[config.mk]
export PLATFORM = sky130hd
export DESIGN_NAME = data_sram_bridge
export DESIGN_NICKNAME = d
export VERILOG_FILES = /design/src/rtl/data_sram_bridge.sv
export SDC_FILE = /design/constraint.sdc
export NUM_CORES = 1
export LEC_CHECK = 0
export BUFFER_PORTS_ARGS = -buffer_cell sky130_fd_sc_hd__buf_4
export CAP_MARGIN = 25
export CORE_MARGIN = 2
export CORE_UTILIZATION = 25
export CTS_CLUSTER_DIAMETER = 200
export DETAILED_ROUTE_END_ITERATION = 12
export HOLD_SLACK_MARGIN = 0.06
export PLACE_DENSITY_LB_ADDON = 0.08
export SETUP_SLACK_MARGIN = 0.2
export SLEW_MARGIN = 20
export SYNTH_ARGS = -nofsm -noshare
export SYNTH_HDL_FRONTEND = slang
export SYNTH_SLANG_ARGS = --single-unit
[constraint.sdc]
create_clock -name clk -period 2.6 [get_ports clk]
set_input_delay 0.65 -clock clk [delete_from_list [all_inputs] [get_ports clk]]
set_output_delay 0.65 -clock clk [all_outputs]
set_load 0.02 [all_outputs]
[src/rtl/data_sram_bridge.sv]
// rtl/data_sram_bridge.sv - CPU data-port to req/addr_ok/data_ok memory bus bridge
// One access outstanding; cpu_stall held until the bus completes or the timeout fires.
module data_sram_bridge #(
    parameter int unsigned TIMEOUT   = 255,
    parameter int unsigned CNT_W     = 8,
    parameter logic [31:0] ERR_RDATA = 32'hDEADBEEF
) (
    input  logic        clk,
    input  logic        resetn,
    input  logic        cpu_en,
    input  logic [3:0]  cpu_wen,
    input  logic [31:0] cpu_addr,
    input  logic [31:0] cpu_wdata,
    output logic [31:0] cpu_rdata,
    output logic        cpu_stall,
    output logic        mem_req,
    output logic        mem_wr,
    output logic [3:0]  mem_wstrb,
    output logic [31:0] mem_addr,
    output logic [31:0] mem_wdata,
    input  logic        mem_addr_ok,
    input  logic [31:0] mem_rdata,
    input  logic        mem_data_ok,
    output logic        err
);

    typedef enum logic [1:0] {IDLE, REQ, WAIT, DONE} state_t;

    localparam logic [CNT_W-1:0] CNT_MAX = CNT_W'(TIMEOUT);

    state_t            state_q;
    logic [CNT_W-1:0]  cnt_q;
    logic [CNT_W-1:0]  cnt_d;
    logic [31:2]       addr_q;
    logic [3:0]        wstrb_q;
    logic [31:0]       wdata_q;
    logic [31:0]       rdata_q;
    logic              err_q;
    logic              is_wr;
    logic              timeout;
    logic              unused_addr_bits;

    // Bus is word addressed; the byte offset is carried by the strobes.
    assign unused_addr_bits = ^cpu_addr[1:0];

    assign is_wr   = |wstrb_q;
    assign cnt_d   = cnt_q + CNT_W'(1);
    assign timeout = (cnt_d == CNT_MAX);

    always_ff @(posedge clk) begin
        if (!resetn) begin
            state_q <= IDLE;
            cnt_q   <= '0;
            addr_q  <= '0;
            wstrb_q <= '0;
            wdata_q <= '0;
            rdata_q <= '0;
            err_q   <= 1'b0;
        end else begin
            case (state_q)
                IDLE: begin
                    if (cpu_en) begin
                        addr_q  <= cpu_addr[31:2];
                        wstrb_q <= cpu_wen;
                        wdata_q <= cpu_wdata;
                        cnt_q   <= '0;
                        state_q <= REQ;
                    end
                end
                REQ: begin
                    cnt_q <= cnt_d;
                    // A bus completion in the same cycle as the timeout wins.
                    if (mem_addr_ok && mem_data_ok) begin
                        if (!is_wr) rdata_q <= mem_rdata;
                        state_q <= DONE;
                    end else if (timeout) begin
                        err_q <= 1'b1;
                        if (!is_wr) rdata_q <= ERR_RDATA;
                        state_q <= DONE;
                    end else if (mem_addr_ok) begin
                        state_q <= WAIT;
                    end
                end
                WAIT: begin
                    cnt_q <= cnt_d;
                    if (mem_data_ok) begin
                        if (!is_wr) rdata_q <= mem_rdata;
                        state_q <= DONE;
                    end else if (timeout) begin
                        err_q <= 1'b1;
                        if (!is_wr) rdata_q <= ERR_RDATA;
                        state_q <= DONE;
                    end
                end
                DONE: begin
                    state_q <= IDLE;
                end
                default: begin
                    state_q <= IDLE;
                end
            endcase
        end
    end

    assign cpu_stall = (state_q == REQ) || (state_q == WAIT) || ((state_q == IDLE) && cpu_en);
    assign cpu_rdata = rdata_q;
    assign mem_req   = (state_q == REQ);
    assign mem_wr    = is_wr;
    assign mem_wstrb = wstrb_q;
    assign mem_addr  = {addr_q, 2'b00};
    assign mem_wdata = wdata_q;
    assign err       = err_q;

endmodule
==> metrics.txt, run 1 <==
CTS sink cnt 109; top cells by area, synth dfxtp_1 (49%), nand2_1 (12%), a21boi_0 (11%); Post-DP HPWL 9160 um; Yosys reg bits 109; Cells after DPL 902; Hold Crit Class register to register; Synth Cell Area 4480 um2; Worst EP arrival 1.61 ns; Synth area leader dfxtp_1; port buffer count between 200 and 250; Finish-stage setup viols 0; CTS H-tree depth 3; Post-Syn Instances 506; RR Startpoint cnt_q[0]; r2r setup slk 0.34 ns; Synth Flop Type dfxtp_1; Core Util, Final 37.2%; total gr overflow 0; compound-cell area share of the yosys netlist about a quarter; ratio of cells with drive above 1 in the final layout between 30% and 40%; static leakage between 2 and 3 nW; TritonCTS Buffers 9; Seq/Total Area, Yosys 48.7%; clk slew on worst S/H paths 0.08 ns; nature of the critical path endpoint output port; Synth-to-Final Area Change 44.6%; Post-Synth XOR/XNOR Area 0%; CP Launch Type register; maximum fanout along the worst path 14; synth warn 0; # diodes 0; Max Cap Viol 0; Global Route Usage Sum 13.7%; cell row count 48; post-synthesis mux area share 0.921%; Final Max Tran Viols 0; Tightest Pin Transition about 0.75 ns; Placeable Area about 17000 um2; via density per instance 4.47; hold buffer count at CTS 0; kind of critical path register to output port; Worst Path Required 1.95 ns; peak supply drop approximately 0.34 mV; clk buf depth 2; Routed Antenna Nets 0; adder-cell area share of the yosys netlist between 1 and 1.5%; Worst R2R Path Depth 6; Final period util about 87%; Layout Cells excl Fill 918; fillcell total between 1500 and 2000; gp weighted congestion between 0.7 and 0.8; Pwr Density 841 nW/um2; grt met2 use 23.0%; Die Y 138 um; post-route setup slack around 0.34 ns; final WL roughly 13000 um; DR DRC count 0; final hold viol count 0; pre-CTS WS between 0.3 and 0.4 ns; Wirelength per Cell approximately 14 um; DR pass1 iterations 4; Synth Area in Simple Gates 18.7%; synthesized area per cell 8.86 um2; IO Count 209; number of flops mapped to enable cells by yosys 0; Starting DRT DRC Count 196; met3 Track Usage GR 6.62%; TritonCTS clock tree built; DP Area 6180 um2; first-pass GRT wire length 20500 um; final setup TNS 0 ns; Slew HR about half; RSZ-0062 raised after global routing yes; Synth top area share 48.7%; initial antenna violation count 0; Worst setup endpoint cpu_stall; Clock Latency Late Sink 0.35 ns; grt met1 use 15.9%; outcome finished, final reports clean; Die W 138 um; Initial Util 25.7%; root buf cell clkbuf_16; vias in the first global route 4036; die area roughly 19000 um2; Cell variety after synth between 40 and 50; post-route design area 6480 um2; fin crit period between 2 and 2.5 ns; clk_skew 0.00729 ns; pin count of the biggest net entering global routing 67; CP Launch Point state_q[1]; capturing point of the worst reg2reg path cpu_rdata[7]; largest family of logic cells by synthesized area compound AO/OA/AOI/OAI gates; nets 798; asr flop ratio synth 0%; vias 4099; Fmax achieved around 440 MHz; global routing's busiest layer met2
layout by cell type (no fill, tap or decap), types with 2 or more instances in the layout:
master     synthesis  layout
buf_4              3     208
nand2_1          147     146
dfxtp_1          109     109
a21boi_0          66      66
nor2_1            28      28
o221a_1           21      21
o21ai_0           15      15
o221a_2           11      11
clkbuf_16          0       9
nor2b_1            8       8
a22oi_1            7       7
inv_1              6       6
nand3_1            6       6
o31ai_1            4       4
ha_1               5       4
a21oi_1            3       3
and2_1             4       3
mux2i_1            3       3
inv_6              0       3
nand2b_1           2       2
o21a_1             2       2
conb_1             1       2
buf_12             0       2
worst max-delay path: stages (launching register included):
cell and delay [ns]:
dfxtp_1 0.38, inv_1 0.08, ha_2 0.51, nand2b_1 0.15
buf_4 0.14
how the worst min path moves through the flow:
stage,depth (start not counted),slack [ns],to,from
after floorplan,2,0.46,state_q[1],state_q[1]
after global placement,2,0.45,addr_q[2],addr_q[2]
after detailed placement,2,0.46,mem_wdata[14],mem_wdata[14]
after CTS,2,0.47,mem_wdata[14],mem_wdata[14]
after global routing,2,0.49,mem_wdata[8],mem_wdata[8]
final,2,0.46,mem_wdata[8],mem_wdata[8]
where the power goes:
| part | switching [mW] | total [mW] | internal [mW] |
|---|---|---|---|
| registers | 0.149 | 2.08 | 1.94 |
| logic | 1.14 | 1.92 | 0.779 |
| clock network | 0.684 | 1.44 | 0.759 |
metal layers:
metal / part of all wire [%] / vias to the layer above
met5: 0 / -
met4: 0.85 / 0
met3: 9.3 / 8
met2: 48 / 123
met1: 41 / 1878
li1: - / 2090
what timing repair did:
action | in CTS | in global routing
setup buffers | 0 | 0
setup endpoints to repair | 0 | 4
hold endpoints to repair | 0 | 0
gates resized for setup | 0 | 1
cell families (layout without fill, tap and decap cells):
group                    after synthesis  in the layout
buffers and inverters                 46            232
AND/OR/NAND/NOR                      203            203
multiplexers                           4              4
adder cells (fa/ha/maj)                5              5
flip-flops                           109            109
other                                  1              2
AO/OA/AOI/OAI                        138            138
flip-flops by register name, indices dropped and copies added (netlist names):
register and flops:
cpu_rdata 32, mem_wdata 32, addr_q 30, cnt_q 8
mem_wstrb 4, state_q 2, err 1
cell type report:
| type | count | area, um2 | area share (%) |
|---|---|---|---|
| Tap cell | 225 | 282 | 4.34 |
| Clock inverter | 6 | 68.8 | 1.06 |
| Multi-Input combinational cell | 352 | 2100 | 32.3 |
| Sequential cell | 109 | 2180 | 33.7 |
| Clock buffer | 10 | 229 | 3.53 |
| Inverter | 6 | 22.5 | 0.347 |
| Timing Repair Buffer | 210 | 1600 | 24.7 |
cell usage after synthesis (all sizes together), types with 2 or more instances:
cell    instances
a21boi         66
a21oi           4
a22oi           7
and2            5
buf            12
clkbuf         28
dfxtp         109
ha              5
inv             6
mux2i           3
nand2         147
nand2b          2
nand3           6
nor2           28
nor2b           8
o211ai          2
o21a            2
o21ai          16
o221a          32
o31ai           4
through the flow:
stage | total power [mW] | hold WS [ns]
after floorplan | 3.24 | 0.464
after CTS | 5.55 | 0.468
after detailed placement | 4.06 | 0.458
final | 5.45 | 0.463
after global routing | 5.81 | 0.490
after global placement | 4.03 | 0.451
(Power assumes the default switching activity.)
==> run 2, diff against run 1 <==
--- a/config.mk
+++ b/config.mk
@@ -15,2 +15,3 @@
 export PLACE_DENSITY_LB_ADDON = 0.08
+export REMOVE_ABC_BUFFERS = 1
 export SETUP_SLACK_MARGIN = 0.2
--- a/constraint.sdc
+++ b/constraint.sdc
@@ -3,2 +3,2 @@
 set_output_delay 0.65 -clock clk [all_outputs]
-set_load 0.02 [all_outputs]
+set_load 0.1 [all_outputs]
==> run 2 against run 1 <==
Against the previous run:
- total power up 32%
- cell count up 0.11%
- wire length about the same
==> metrics.txt, run 2 (synthesized netlist as in run 1, its figures left out) <==
final hold viol count 0 (unchanged); Clock Latency Late Sink 0.35 ns (about the same); fillcell total 1819 (-0.66%); IO Count 209 (unchanged); Slew HR 51.5% (+1.4 points); nature of the critical path endpoint output port; Pwr Density 1100 nW/um2 (+31%); outcome finished, final reports clean; commonest non-fill, non-tap cell in the layout buf_4; vias 4138 (+0.95%); CP Launch Type register; RR Startpoint cnt_q[0]; # diodes 0 (unchanged); final WL 13200 um (about the same); Die Y 138 um (unchanged); Final period util 87.3% (+0.23 points); DR pass1 iterations 4 (unchanged); clk_skew 0.00655 ns (-0.000740 ns); Routed Antenna Nets 0 (unchanged); Tightest Pin Transition 0.728 ns (-0.0204 ns); Finish-stage setup viols 0 (unchanged); cell row count 48 (unchanged); Wirelength per Cell 14.3 um (about the same); TritonCTS Buffers 9 (unchanged); r2r setup slk 0.55 ns (+0.21 ns); peak supply drop 0.401 mV (+19%); gp weighted congestion 0.750 (-0.78%); hold buffer count at CTS 0 (unchanged); post-route setup slack 0.331 ns (-0.00598 ns); clk buf depth 2 (unchanged); root buf cell clkbuf_16; vias in the first global route 4053 (+0.42%); TritonCTS clock tree built; RSZ-0062 raised after global routing no; via density per instance 4.50 (+0.84%); capturing point of the worst reg2reg path cpu_rdata[10]; Initial Util 25.7% (unchanged); Starting DRT DRC Count 147 (-25%); total gr overflow 0 (unchanged); Synth-to-Final Area Change 45.4%; Hold Crit Start addr_q[3]; Fmax achieved 441 MHz (-0.26%); CTS sink cnt 109 (unchanged); initial antenna violation count 0 (unchanged); kind of critical path register to output port; Worst R2R Path Depth 7 (+1); pin count of the biggest net entering global routing 67 (unchanged); Die W 138 um (unchanged); Worst Path Required 1.95 ns (about the same); storage element area 2180 um2 (unchanged); multi-input combinational cell area 2100 um2 (unchanged); Max Cap Viol 0 (unchanged); die area 19000 um2 (unchanged); first-pass GRT wire length 20300 um (-0.94%); port buffer count 204 (unchanged); Hold Crit Depth 2 (unchanged); Worst EP arrival 1.62 ns (about the same); CTS H-tree depth 3 (unchanged); Global Route Usage Sum 13.7% (-0.066 points); Core Util, Final 37.4% (+0.22 points); Final Max Tran Viols 0 (unchanged); DR DRC count 0 (unchanged); ratio of cells with drive above 1 in the final layout 35.4% (+0.093 points); WHS Endpoint addr_q[3]; maximum fanout along the worst path 10 (-4); fin crit period 2.27 ns (+0.00598 ns); Post-DP HPWL 9180 um (+0.22%); most frequent cells in the layout buf_4 (208), nand2_1 (146), dfxtp_1 (109), a21boi_0 (66), nor2_1 (28); nets 799 (+0.13%); Hold Crit Class register to register; pre-CTS WS 0.532 ns (+0.176 ns); final total power 7.18 mW (+32%); Placeable Area 17400 um2 (unchanged); clk slew on worst S/H paths 0.07 ns (about the same); static leakage 2.81 nW (+0.82%)
==> run 2: how the worst max path moves through the flow <==
stage	from	end	slack, ns	depth (start not counted)
2_1_floorplan	state_q[0]	cpu_stall	-0.69	4
3_3_place_gp	state_q[1]	cpu_rdata[29]	0.57	7
5_1_grt	state_q[1]	cpu_stall	0.22	4
3_5_place_dp	state_q[1]	cpu_rdata[4]	0.53	7
4_1_cts	state_q[1]	cpu_stall	0.26	4
6_report	state_q[1]	cpu_stall	0.33	4
==> run 2: layout make-up <==
type	instances	share of cell area, %
sequential	109	33.5
multi-input combinational	352	32.1
timing repair buffer	211	24.7
tap	225	4.32
clock buffer	11	3.72
clock inverter	5	1.27
inverter	6	0.345
==> run 2: worst max-delay path: stages (launching register included) <==
cell	delay [ns]
dfxtp_1	0.38
inv_1	0.08
ha_2	0.44
nand2b_1	0.15
buf_6	0.22
==> run 2: repair_timing <==
action | in CTS | in global routing
gates cloned | 0 | 0
resized for setup | 1 | 1
setup buffers | 0 | 0
endpoints found under the setup margin | 1 | 1
==> run 2: power by group <==
group / switching, mW / internal (mW) / total, mW
combinational: 2.77 / 0.795 / 3.56
clock: 0.653 / 0.877 / 1.53
sequential: 0.151 / 1.94 / 2.09
total: 3.57 / 3.61 / 7.18
==> run 2: stage by stage <==
stage	cells	TNS [ns]	instance area, um2	hold WS [ns]
floorplan	467	-0.693	4290	0.464
global placement	903	0	6190	0.451
detailed placement	903	0	6190	0.456
CTS	919	0	6520	0.467
global route	919	0	6520	0.485
finish	919	0	6520	0.463
==> run 2: per-layer routing <==
metal,GRT usage (%),share of wire (%)
met5,0,0
met4,3.74,1.0
met3,6.91,12
met2,22.0,44
met1,16.0,43
